===== src/rtl/axi4_pkg.sv =====
// Shared constants, address map and FSM state types for the AXI4 operand/product slave.
package axi4_pkg;

    localparam int SZ    = 32;
    localparam int ASZ   = 2;
    localparam int DSZ   = 8;
    localparam int BEATS = SZ / DSZ;
    localparam int BIW   = $clog2(BEATS);
    localparam int CNTW  = $clog2(BEATS + 1);

    localparam logic [ASZ-1:0] ADDR_A      = 2'd0;
    localparam logic [ASZ-1:0] ADDR_B      = 2'd1;
    localparam logic [ASZ-1:0] ADDR_RES_LO = 2'd2;
    localparam logic [ASZ-1:0] ADDR_RES_HI = 2'd3;

    localparam logic RESP_OK  = 1'b1;
    localparam logic RESP_ERR = 1'b0;

    typedef enum logic [1:0] {W_IDLE, W_DATA, W_COMMIT, W_RESP} wstate_e;
    typedef enum logic       {R_IDLE, R_DATA} rstate_e;

    // Byte idx of a word, least significant byte first.
    function automatic logic [DSZ-1:0] byte_of(input logic [SZ-1:0] w, input logic [BIW-1:0] idx);
        return w[idx*DSZ +: DSZ];
    endfunction

endpackage


===== src/rtl/axi4_slave_wrapper_if.sv =====
// AW/W/B/AR/R channel bundle between the operand-writing master and this slave.
interface axi4_slave_wrapper_if;

    logic [axi4_pkg::ASZ-1:0] awaddr;
    logic                     awvalid;
    logic                     awready;
    logic [axi4_pkg::DSZ-1:0] wdata;
    logic                     wvalid;
    logic                     wready;
    logic                     wlast;
    logic                     bresp;
    logic                     bvalid;
    logic                     bready;
    logic [axi4_pkg::ASZ-1:0] araddr;
    logic                     arvalid;
    logic                     arready;
    logic [axi4_pkg::DSZ-1:0] rdata;
    logic                     rvalid;
    logic                     rready;
    logic                     rlast;
    logic                     rresp;

    modport slave (
        input  awaddr, awvalid, wdata, wvalid, wlast, bready, araddr, arvalid, rready,
        output awready, wready, bresp, bvalid, arready, rdata, rvalid, rlast, rresp
    );

    modport master (
        output awaddr, awvalid, wdata, wvalid, wlast, bready, araddr, arvalid, rready,
        input  awready, wready, bresp, bvalid, arready, rdata, rvalid, rlast, rresp
    );

endinterface


===== src/rtl/axi4_slave_regfile.sv =====
// Committed operands a/b, the registered full-width product, and a byte read port.
module axi4_slave_regfile
    import axi4_pkg::*;
(
    input  logic              clk_i,
    input  logic              rst_ni,
    input  logic              commit_en_i,
    input  logic              commit_sel_i,
    input  logic [SZ-1:0]     commit_data_i,
    input  logic [ASZ-1:0]    rd_word_i,
    input  logic [BIW-1:0]    rd_byte_i,
    output logic [DSZ-1:0]    rd_data_o,
    output logic [SZ-1:0]     a_o,
    output logic [SZ-1:0]     b_o,
    output logic [2*SZ-1:0]   res_o
);

    logic [SZ-1:0]   a_q;
    logic [SZ-1:0]   b_q;
    logic [2*SZ-1:0] res_q;
    logic [SZ-1:0]   rd_word_d;

    // Operand commit and free-running product, so res follows a commit by one cycle.
    always_ff @(posedge clk_i or negedge rst_ni) begin
        if (!rst_ni) begin
            a_q   <= '0;
            b_q   <= '0;
            res_q <= '0;
        end else begin
            if (commit_en_i) begin
                if (commit_sel_i) b_q <= commit_data_i;
                else              a_q <= commit_data_i;
            end
            res_q <= (2*SZ)'(a_q) * (2*SZ)'(b_q);
        end
    end

    // Word select over the address map, then pick the requested byte.
    always_comb begin
        rd_word_d = a_q;
        case (rd_word_i)
            ADDR_A:      rd_word_d = a_q;
            ADDR_B:      rd_word_d = b_q;
            ADDR_RES_LO: rd_word_d = res_q[SZ-1:0];
            ADDR_RES_HI: rd_word_d = res_q[2*SZ-1:SZ];
            default:     rd_word_d = a_q;
        endcase
        rd_data_o = byte_of(rd_word_d, rd_byte_i);
    end

    assign a_o   = a_q;
    assign b_o   = b_q;
    assign res_o = res_q;

endmodule


===== src/rtl/axi4_slave_wrapper.sv =====
// AXI4 slave: byte-wide 4-beat write bursts commit operands, read bursts return operands/product.
module axi4_slave_wrapper
    import axi4_pkg::*;
(
    input  logic                clk_i,
    input  logic                rst_ni,
    axi4_slave_wrapper_if.slave bus,
    output logic [SZ-1:0]       a_o,
    output logic [SZ-1:0]       b_o,
    output logic [2*SZ-1:0]     res_o
);

    wstate_e           wstate_q;
    logic [ASZ-1:0]    awaddr_q;
    logic [CNTW-1:0]   cnt_q;
    logic              err_q;
    logic [DSZ-1:0]    shadow_q [BEATS];
    logic              awready_q;
    logic              wready_q;
    logic              bvalid_q;
    logic              bresp_q;

    rstate_e           rstate_q;
    logic [ASZ-1:0]    araddr_q;
    logic [BIW-1:0]    rbeat_q;
    logic              arready_q;
    logic              rvalid_q;
    logic [DSZ-1:0]    rdata_q;
    logic              rlast_q;
    logic              rresp_q;

    logic              writable;
    logic              commit_en;
    logic [SZ-1:0]     commit_data;
    logic [ASZ-1:0]    rd_word;
    logic [BIW-1:0]    rd_byte;
    logic [DSZ-1:0]    rd_data;

    assign writable  = (awaddr_q == ADDR_A) || (awaddr_q == ADDR_B);
    assign commit_en = (wstate_q == W_COMMIT) && !err_q && writable;

    // Shadow buffer flattened into a word, byte 0 in the least significant position.
    always_comb begin
        commit_data = '0;
        for (int k = 0; k < BEATS; k++) begin
            commit_data[k*DSZ +: DSZ] = shadow_q[k];
        end
    end

    // Byte 0 of the newly addressed word is fetched while idle; otherwise the next byte.
    always_comb begin
        rd_word = araddr_q;
        rd_byte = rbeat_q + 1'b1;
        if (rstate_q == R_IDLE) begin
            rd_word = bus.araddr;
            rd_byte = '0;
        end
    end

    axi4_slave_regfile u_regfile (
        .clk_i         (clk_i),
        .rst_ni        (rst_ni),
        .commit_en_i   (commit_en),
        .commit_sel_i  (awaddr_q[0]),
        .commit_data_i (commit_data),
        .rd_word_i     (rd_word),
        .rd_byte_i     (rd_byte),
        .rd_data_o     (rd_data),
        .a_o           (a_o),
        .b_o           (b_o),
        .res_o         (res_o)
    );

    // Write FSM: collect beats into the shadow buffer, commit once, then respond.
    always_ff @(posedge clk_i or negedge rst_ni) begin
        if (!rst_ni) begin
            wstate_q  <= W_IDLE;
            awaddr_q  <= '0;
            cnt_q     <= '0;
            err_q     <= 1'b0;
            shadow_q  <= '{default: '0};
            awready_q <= 1'b1;
            wready_q  <= 1'b0;
            bvalid_q  <= 1'b0;
            bresp_q   <= 1'b0;
        end else begin
            case (wstate_q)
                W_IDLE: begin
                    if (bus.awvalid && awready_q) begin
                        awaddr_q  <= bus.awaddr;
                        cnt_q     <= '0;
                        err_q     <= 1'b0;
                        awready_q <= 1'b0;
                        wready_q  <= 1'b1;
                        wstate_q  <= W_DATA;
                    end
                end
                W_DATA: begin
                    if (bus.wvalid && wready_q) begin
                        if (cnt_q < CNTW'(BEATS)) begin
                            shadow_q[cnt_q[BIW-1:0]] <= bus.wdata;
                            cnt_q <= cnt_q + 1'b1;
                        end else begin
                            err_q <= 1'b1;
                        end
                        if (bus.wlast) begin
                            if (cnt_q != CNTW'(BEATS - 1)) err_q <= 1'b1;
                            wready_q <= 1'b0;
                            wstate_q <= W_COMMIT;
                        end
                    end
                end
                W_COMMIT: begin
                    wstate_q <= W_RESP;
                end
                W_RESP: begin
                    if (!bvalid_q) begin
                        bvalid_q <= 1'b1;
                        bresp_q  <= (!err_q && writable) ? RESP_OK : RESP_ERR;
                    end else if (bus.bready) begin
                        bvalid_q  <= 1'b0;
                        awready_q <= 1'b1;
                        wstate_q  <= W_IDLE;
                    end
                end
                default: wstate_q <= W_IDLE;
            endcase
        end
    end

    // Read FSM: each beat is sampled from the committed registers when it loads.
    always_ff @(posedge clk_i or negedge rst_ni) begin
        if (!rst_ni) begin
            rstate_q  <= R_IDLE;
            araddr_q  <= '0;
            rbeat_q   <= '0;
            arready_q <= 1'b1;
            rvalid_q  <= 1'b0;
            rdata_q   <= '0;
            rlast_q   <= 1'b0;
            rresp_q   <= 1'b0;
        end else begin
            case (rstate_q)
                R_IDLE: begin
                    if (bus.arvalid && arready_q) begin
                        araddr_q  <= bus.araddr;
                        rbeat_q   <= '0;
                        rdata_q   <= rd_data;
                        rvalid_q  <= 1'b1;
                        rresp_q   <= RESP_OK;
                        rlast_q   <= (BEATS == 1);
                        arready_q <= 1'b0;
                        rstate_q  <= R_DATA;
                    end
                end
                R_DATA: begin
                    if (bus.rready) begin
                        if (rlast_q) begin
                            rvalid_q  <= 1'b0;
                            rlast_q   <= 1'b0;
                            arready_q <= 1'b1;
                            rstate_q  <= R_IDLE;
                        end else begin
                            rbeat_q <= rd_byte;
                            rdata_q <= rd_data;
                            rlast_q <= (rd_byte == BIW'(BEATS - 1));
                        end
                    end
                end
                default: rstate_q <= R_IDLE;
            endcase
        end
    end

    assign bus.awready = awready_q;
    assign bus.wready  = wready_q;
    assign bus.bvalid  = bvalid_q;
    assign bus.bresp   = bresp_q;
    assign bus.arready = arready_q;
    assign bus.rvalid  = rvalid_q;
    assign bus.rdata   = rdata_q;
    assign bus.rlast   = rlast_q;
    assign bus.rresp   = rresp_q;

endmodule


===== src/flat_wrapper.sv =====
// flat-port wrapper written by rule: the top's interface ports become plain ports
module axi4_slave_wrapper_flat import axi4_pkg::*;
  (clk_i, rst_ni, a_o, b_o, res_o, bus_awaddr, bus_awvalid, bus_wdata, bus_wvalid, bus_wlast, bus_bready, bus_araddr, bus_arvalid, bus_rready, bus_awready, bus_wready, bus_bresp, bus_bvalid, bus_arready, bus_rdata, bus_rvalid, bus_rlast, bus_rresp);
  axi4_slave_wrapper_if bus_i ();
  input  logic clk_i;
  input  logic rst_ni;
  output logic [SZ-1:0] a_o;
  output logic [SZ-1:0] b_o;
  output logic [2*SZ-1:0] res_o;
  input wire logic [$bits(bus_i.awaddr)-1:0] bus_awaddr;
  input wire logic [$bits(bus_i.awvalid)-1:0] bus_awvalid;
  input wire logic [$bits(bus_i.wdata)-1:0] bus_wdata;
  input wire logic [$bits(bus_i.wvalid)-1:0] bus_wvalid;
  input wire logic [$bits(bus_i.wlast)-1:0] bus_wlast;
  input wire logic [$bits(bus_i.bready)-1:0] bus_bready;
  input wire logic [$bits(bus_i.araddr)-1:0] bus_araddr;
  input wire logic [$bits(bus_i.arvalid)-1:0] bus_arvalid;
  input wire logic [$bits(bus_i.rready)-1:0] bus_rready;
  output wire logic [$bits(bus_i.awready)-1:0] bus_awready;
  output wire logic [$bits(bus_i.wready)-1:0] bus_wready;
  output wire logic [$bits(bus_i.bresp)-1:0] bus_bresp;
  output wire logic [$bits(bus_i.bvalid)-1:0] bus_bvalid;
  output wire logic [$bits(bus_i.arready)-1:0] bus_arready;
  output wire logic [$bits(bus_i.rdata)-1:0] bus_rdata;
  output wire logic [$bits(bus_i.rvalid)-1:0] bus_rvalid;
  output wire logic [$bits(bus_i.rlast)-1:0] bus_rlast;
  output wire logic [$bits(bus_i.rresp)-1:0] bus_rresp;
  assign bus_i.awaddr = bus_awaddr;
  assign bus_i.awvalid = bus_awvalid;
  assign bus_i.wdata = bus_wdata;
  assign bus_i.wvalid = bus_wvalid;
  assign bus_i.wlast = bus_wlast;
  assign bus_i.bready = bus_bready;
  assign bus_i.araddr = bus_araddr;
  assign bus_i.arvalid = bus_arvalid;
  assign bus_i.rready = bus_rready;
  assign bus_awready = bus_i.awready;
  assign bus_wready = bus_i.wready;
  assign bus_bresp = bus_i.bresp;
  assign bus_bvalid = bus_i.bvalid;
  assign bus_arready = bus_i.arready;
  assign bus_rdata = bus_i.rdata;
  assign bus_rvalid = bus_i.rvalid;
  assign bus_rlast = bus_i.rlast;
  assign bus_rresp = bus_i.rresp;
  axi4_slave_wrapper u_core (.clk_i(clk_i), .rst_ni(rst_ni), .bus(bus_i), .a_o(a_o), .b_o(b_o), .res_o(res_o));
endmodule

===== config.mk =====
export PLATFORM = sky130hd
export DESIGN_NAME = axi4_slave_wrapper_flat
export DESIGN_NICKNAME = d
export VERILOG_FILES = /design/src/rtl/axi4_pkg.sv /design/src/rtl/axi4_slave_wrapper_if.sv /design/src/rtl/axi4_slave_regfile.sv /design/src/rtl/axi4_slave_wrapper.sv /design/src/flat_wrapper.sv
export SDC_FILE = /design/constraint.sdc
export NUM_CORES = 2
export LEC_CHECK = 0
export ABC_AREA = 1
export BUFFER_PORTS_ARGS = -buffer_cell sky130_fd_sc_hd__buf_2
export CAP_MARGIN = 0
export CORE_ASPECT_RATIO = 1.25
export CORE_UTILIZATION = 40
export DETAILED_ROUTE_END_ITERATION = 8
export HOLD_SLACK_MARGIN = 0.05
export SLEW_MARGIN = 20
export SYNTH_ARGS = -nofsm -noshare
export SYNTH_HDL_FRONTEND = slang
export SYNTH_SLANG_ARGS = --single-unit
export TNS_END_PERCENT = 20

===== constraint.sdc =====
create_clock -name clk_i -period 9.1 [get_ports clk_i]
set_clock_uncertainty 0.1 [all_clocks]
set_input_delay 1.365 -clock clk_i [delete_from_list [all_inputs] [get_ports clk_i]]
set_output_delay 1.365 -clock clk_i [all_outputs]
set_load 0.01 [all_outputs]

==> impl_metrics.json <==
{
  "run_status": "completed",
  "slew_violations": 0,
  "fillerInstances": 11200,
  "wire_length_of_the_first_global_routing_pass_mm": 227,
  "critical_path.max_fanout": 20,
  "fin_crit_sh_pct": 87.8,
  "timing_worst_setup_path_type": "flop to flop",
  "core_area_mm2": 0.109,
  "placedInstanceArea_mm2": 0.0462,
  "post-place-cells": 7240,
  "worst_slew_margin_rel_pct": 21.5,
  "post_cts_resize_count": 0,
  "max_slew.worst_pin.slew_ns": 1.18,
  "postLayoutSetupSlackWorst_ns": 1.11,
  "clkSinkCount": 189,
  "post_drt_via_cell_ratio": 4.93,
  "drc_marker_count_from_the_first_detailed_route_iteration": 2638,
  "initial_utilization_pct": 40.4,
  "syn_area_mm2": 0.0439,
  "grt_util_all_layers_pct": 27.2,
  "post_synth_xor_area_fraction_pct": 0.718,
  "syn-mean-instance-area_um2": 7.54,
  "synthDominantCellAreaShare_pct": 40.9,
  "layout-drive-gt1-share_pct": 6.03,
  "commonest_cells_post_synth": "sky130_fd_sc_hd__nand2_1, sky130_fd_sc_hd__inv_1, sky130_fd_sc_hd__fa_1",
  "cts_hold_buffers": 0,
  "grt_antenna_before_repair": 3,
  "grt-ovfl-total": 0,
  "setup_viol": 0,
  "netlist_instances": 5818,
  "cp-end-kind": "flop",
  "arrival_ns": 8.18,
  "finalCriticalPeriod_ns": 7.99,
  "dominant_combinational_cell_family_by_area_after_synthesis": "adder cells",
  "drt-wirelength-per-cell_um": 20.0,
  "fin_setup_tns_ns": 0,
  "synth-seq-area-share_pct": 10.8,
  "place.detailed.hpwl_mm": 119,
  "synthesis.nets": 7006,
  "rows": 135,
  "max-cap-violations": 0,
  "cts.path.max_buffers": 2,
  "place_congestion": 0.989,
  "synth_most_common_cell": "sky130_fd_sc_hd__nand2_1",
  "area.growth.synth_to_final_pct": 6.59,
  "vias": 35800,
  "number_of_flops_mapped_to_enable_cells_by_yosys": 0,
  "fmaxAchievable_mhz": 125,
  "wl_mm": 146,
  "finalInstanceArea_mm2": 0.0468,
  "io-pin-count": 164,
  "critPathLaunchType": "flop",
  "min_path_type": "flop to flop",
  "post_synth_main_area_contributors": "sky130_fd_sc_hd__fa_1, sky130_fd_sc_hd__nand2_1, sky130_fd_sc_hd__inv_1",
  "clockRootBuffer": "sky130_fd_sc_hd__clkbuf_16",
  "insertion_delay_ns": 0.48,
  "ir_worst_vdd_v": 0.000155,
  "synth_warnings": 0,
  "grt_pass1_vias": 37800,
  "cts_tree": "yes",
  "post-route-drc-count": 0,
  "post_cts_buffers": 0,
  "largest_net_degree_at_the_start_of_global_routing": 76,
  "rsz0062_at_grt": "false",
  "cts.reportedPaths.clkPinSlew_ns": 0.08,
  "post_detailed_route_count_of_antenna_violating_nets": 0,
  "postSynthRegisterBits": 189,
  "place_ws_ns": 1.26,
  "post_synth_mux_area_share_pct": 0.0684,
  "synth_top_cell_by_area": "sky130_fd_sc_hd__fa_1",
  "die-height_um": 372,
  "timing_hold_violations_final": 0,
  "clock_buffers_created_by_tritoncts": 17,
  "synthArstFlopShare_pct": 100,
  "total_nets_final": 7009,
  "ys_types": 45,
  "cp_data_required_time_ns": 9.29,
  "fin_cells": 7273,
  "die_x_um": 298,
  "die_area_mm2": 0.111,
  "cts.htree.levels": 4,
  "synthAdderAreaFrac_pct": 48.6,
  "post_synth_and_or_nand_nor_area_fraction_pct": 19.2,
  "pwr_density_cell_mw_per_mm2": 191,
  "dominantRegCellSynth": "sky130_fd_sc_hd__dfrtp_1",
  "complex_gate_fraction_of_the_synthesized_area_pct": 2.57,
  "drt-pass1-iter-count": 5,
  "place.port_buffers": 163,
  "total_leakage_power_nw": 29.7
}
## flip-flops by register name, indices dropped and copies added, names as in the netlist, 2 cells and up
name,cells
u_core.u_regfile.res_o,64
u_core.commit_data,32
u_core.u_regfile.a_o,32
u_core.u_regfile.b_o,32
u_core.bus.rdata,8
u_core.cnt_q,3
u_core.araddr_q,2
u_core.awaddr_q,2
u_core.rbeat_q,2
u_core.wstate_q,2
## per-stage QoR
step / utilization (%) / hold WS (ns) / power [W]
after floorplan: - / 0.353 / 0.00530
after global placement: 42.6 / 0.354 / 0.00803
after detailed placement: 42.6 / 0.355 / 0.00804
after CTS: 43.1 / 0.379 / 0.00889
after global routing: 43.1 / 0.398 / 0.00956
final: 43.1 / 0.378 / 0.00895
## cells in the final DEF, fill, tap and decap left out, types with 3 or more instances in the layout
cell type / Yosys / routed
sky130_fd_sc_hd__nor2_2: 5 / 5
sky130_fd_sc_hd__buf_4: 2 / 103
sky130_fd_sc_hd__or2_2: 3 / 3
sky130_fd_sc_hd__nand3_2: 4 / 6
sky130_fd_sc_hd__mux2i_1: 3 / 3
sky130_fd_sc_hd__buf_12: 0 / 5
sky130_fd_sc_hd__nor3_1: 16 / 16
sky130_fd_sc_hd__nand2_2: 7 / 7
sky130_fd_sc_hd__nand3_1: 79 / 77
sky130_fd_sc_hd__o211ai_1: 8 / 8
sky130_fd_sc_hd__o21bai_1: 10 / 10
sky130_fd_sc_hd__inv_1: 1788 / 1788
sky130_fd_sc_hd__clkbuf_16: 0 / 17
sky130_fd_sc_hd__buf_2: 12 / 162
sky130_fd_sc_hd__inv_6: 0 / 4
sky130_fd_sc_hd__o21ai_1: 3 / 3
sky130_fd_sc_hd__nor2_1: 95 / 95
sky130_fd_sc_hd__ha_1: 272 / 272
sky130_fd_sc_hd__a21oi_1: 58 / 58
sky130_fd_sc_hd__nand2_4: 3 / 3
sky130_fd_sc_hd__nand3b_1: 4 / 4
sky130_fd_sc_hd__inv_2: 3 / 3
sky130_fd_sc_hd__o21ai_0: 125 / 125
sky130_fd_sc_hd__nand4_1: 28 / 28
sky130_fd_sc_hd__nand2_1: 1871 / 1871
sky130_fd_sc_hd__fa_1: 896 / 896
sky130_fd_sc_hd__clkbuf_1: 263 / 3
sky130_fd_sc_hd__inv_8: 1 / 4
sky130_fd_sc_hd__xor2_1: 34 / 34
sky130_fd_sc_hd__dfrtp_1: 187 / 182
sky130_fd_sc_hd__nor3_2: 6 / 6
sky130_fd_sc_hd__dfrtp_2: 0 / 5
## layer usage
layer	part of all wire (%)	GRT usage [%]	wire length [um]
met1	39	34.4	57400
met2	50	48.1	73100
met3	6.3	2.64	9220
met4	4.0	9.94	5900
met5	0.0089	0	13
## cell type report
| type | count | area (um2) | share of cell area, % |
|---|---|---|---|
| antenna | 2 | 5.00 | 0.0107 |
| clock buffer | 21 | 450 | 0.963 |
| clock inverter | 10 | 100 | 0.214 |
| inverter | 1794 | 6740 | 14.4 |
| multi-input combinational | 3548 | 31300 | 66.8 |
| sequential | 189 | 4740 | 10.1 |
| tap | 1438 | 1800 | 3.85 |
| timing repair buffer | 271 | 1700 | 3.63 |
## worst max-delay path: stages (launching register included)
cell	delay [ns]
sky130_fd_sc_hd__dfrtp_1	1.12
sky130_fd_sc_hd__buf_4	0.30
sky130_fd_sc_hd__nand2_1	0.06
sky130_fd_sc_hd__inv_1	0.10
sky130_fd_sc_hd__fa_1	0.43
sky130_fd_sc_hd__fa_1	0.55
sky130_fd_sc_hd__inv_1	0.06
sky130_fd_sc_hd__fa_1	0.45
sky130_fd_sc_hd__fa_1	0.56
sky130_fd_sc_hd__inv_1	0.06
sky130_fd_sc_hd__fa_1	0.58
sky130_fd_sc_hd__fa_1	0.47
sky130_fd_sc_hd__fa_1	0.51
sky130_fd_sc_hd__fa_1	0.43
sky130_fd_sc_hd__ha_1	0.48
sky130_fd_sc_hd__nand2_1	0.17
sky130_fd_sc_hd__nor2_1	0.27
sky130_fd_sc_hd__inv_1	0.09
sky130_fd_sc_hd__nor3_1	0.18
sky130_fd_sc_hd__nand2_1	0.10
sky130_fd_sc_hd__nand2_2	0.18
sky130_fd_sc_hd__xor2_1	0.55
## cell families (layout without fill, tap and decap cells)
| family | Yosys count | after routing |
|---|---|---|
| xor gates and xnor gates | 36 | 36 |
| buffers and inverters | 2081 | 2096 |
| muxes | 3 | 3 |
| AOI/OAI and AO/OA | 211 | 211 |
| adders and majority gates | 1168 | 1168 |
| DFF | 189 | 189 |
| and+or+nand+nor | 2130 | 2130 |
| other | 0 | 2 |
## power breakdown
group | internal (W) | switching (W) | leakage, nW
Clock | 0.000368 | 0.000392 | 0.264
Combinational | 0.00202 | 0.00434 | 27.0
Sequential | 0.00111 | 0.000722 | 2.53
## path summary, 6_finish.rpt
| kind | endpoint | depth (start not counted) | from | slack (ns) |
|---|---|---|---|---|
| max | u_core.u_regfile.res_o[31] | 21 | u_core.u_regfile.b_o[10] | 1.11 |
| min | u_core.bus.rresp | 2 | u_core.bus.rresp | 0.38 |
| max reg2reg | u_core.u_regfile.res_o[31] | 21 | u_core.u_regfile.b_o[10] | 1.11 |
| min reg2reg | u_core.bus.rresp | 2 | u_core.bus.rresp | 0.38 |
| max in group asynchronous | u_core.u_regfile.b_o[13] | 3 | rst_ni | 5.89 |
| min in group asynchronous | u_core.bus.bresp | 1 | rst_ni | 0.82 |
Note: power is estimated with default switching activity, not from simulation.
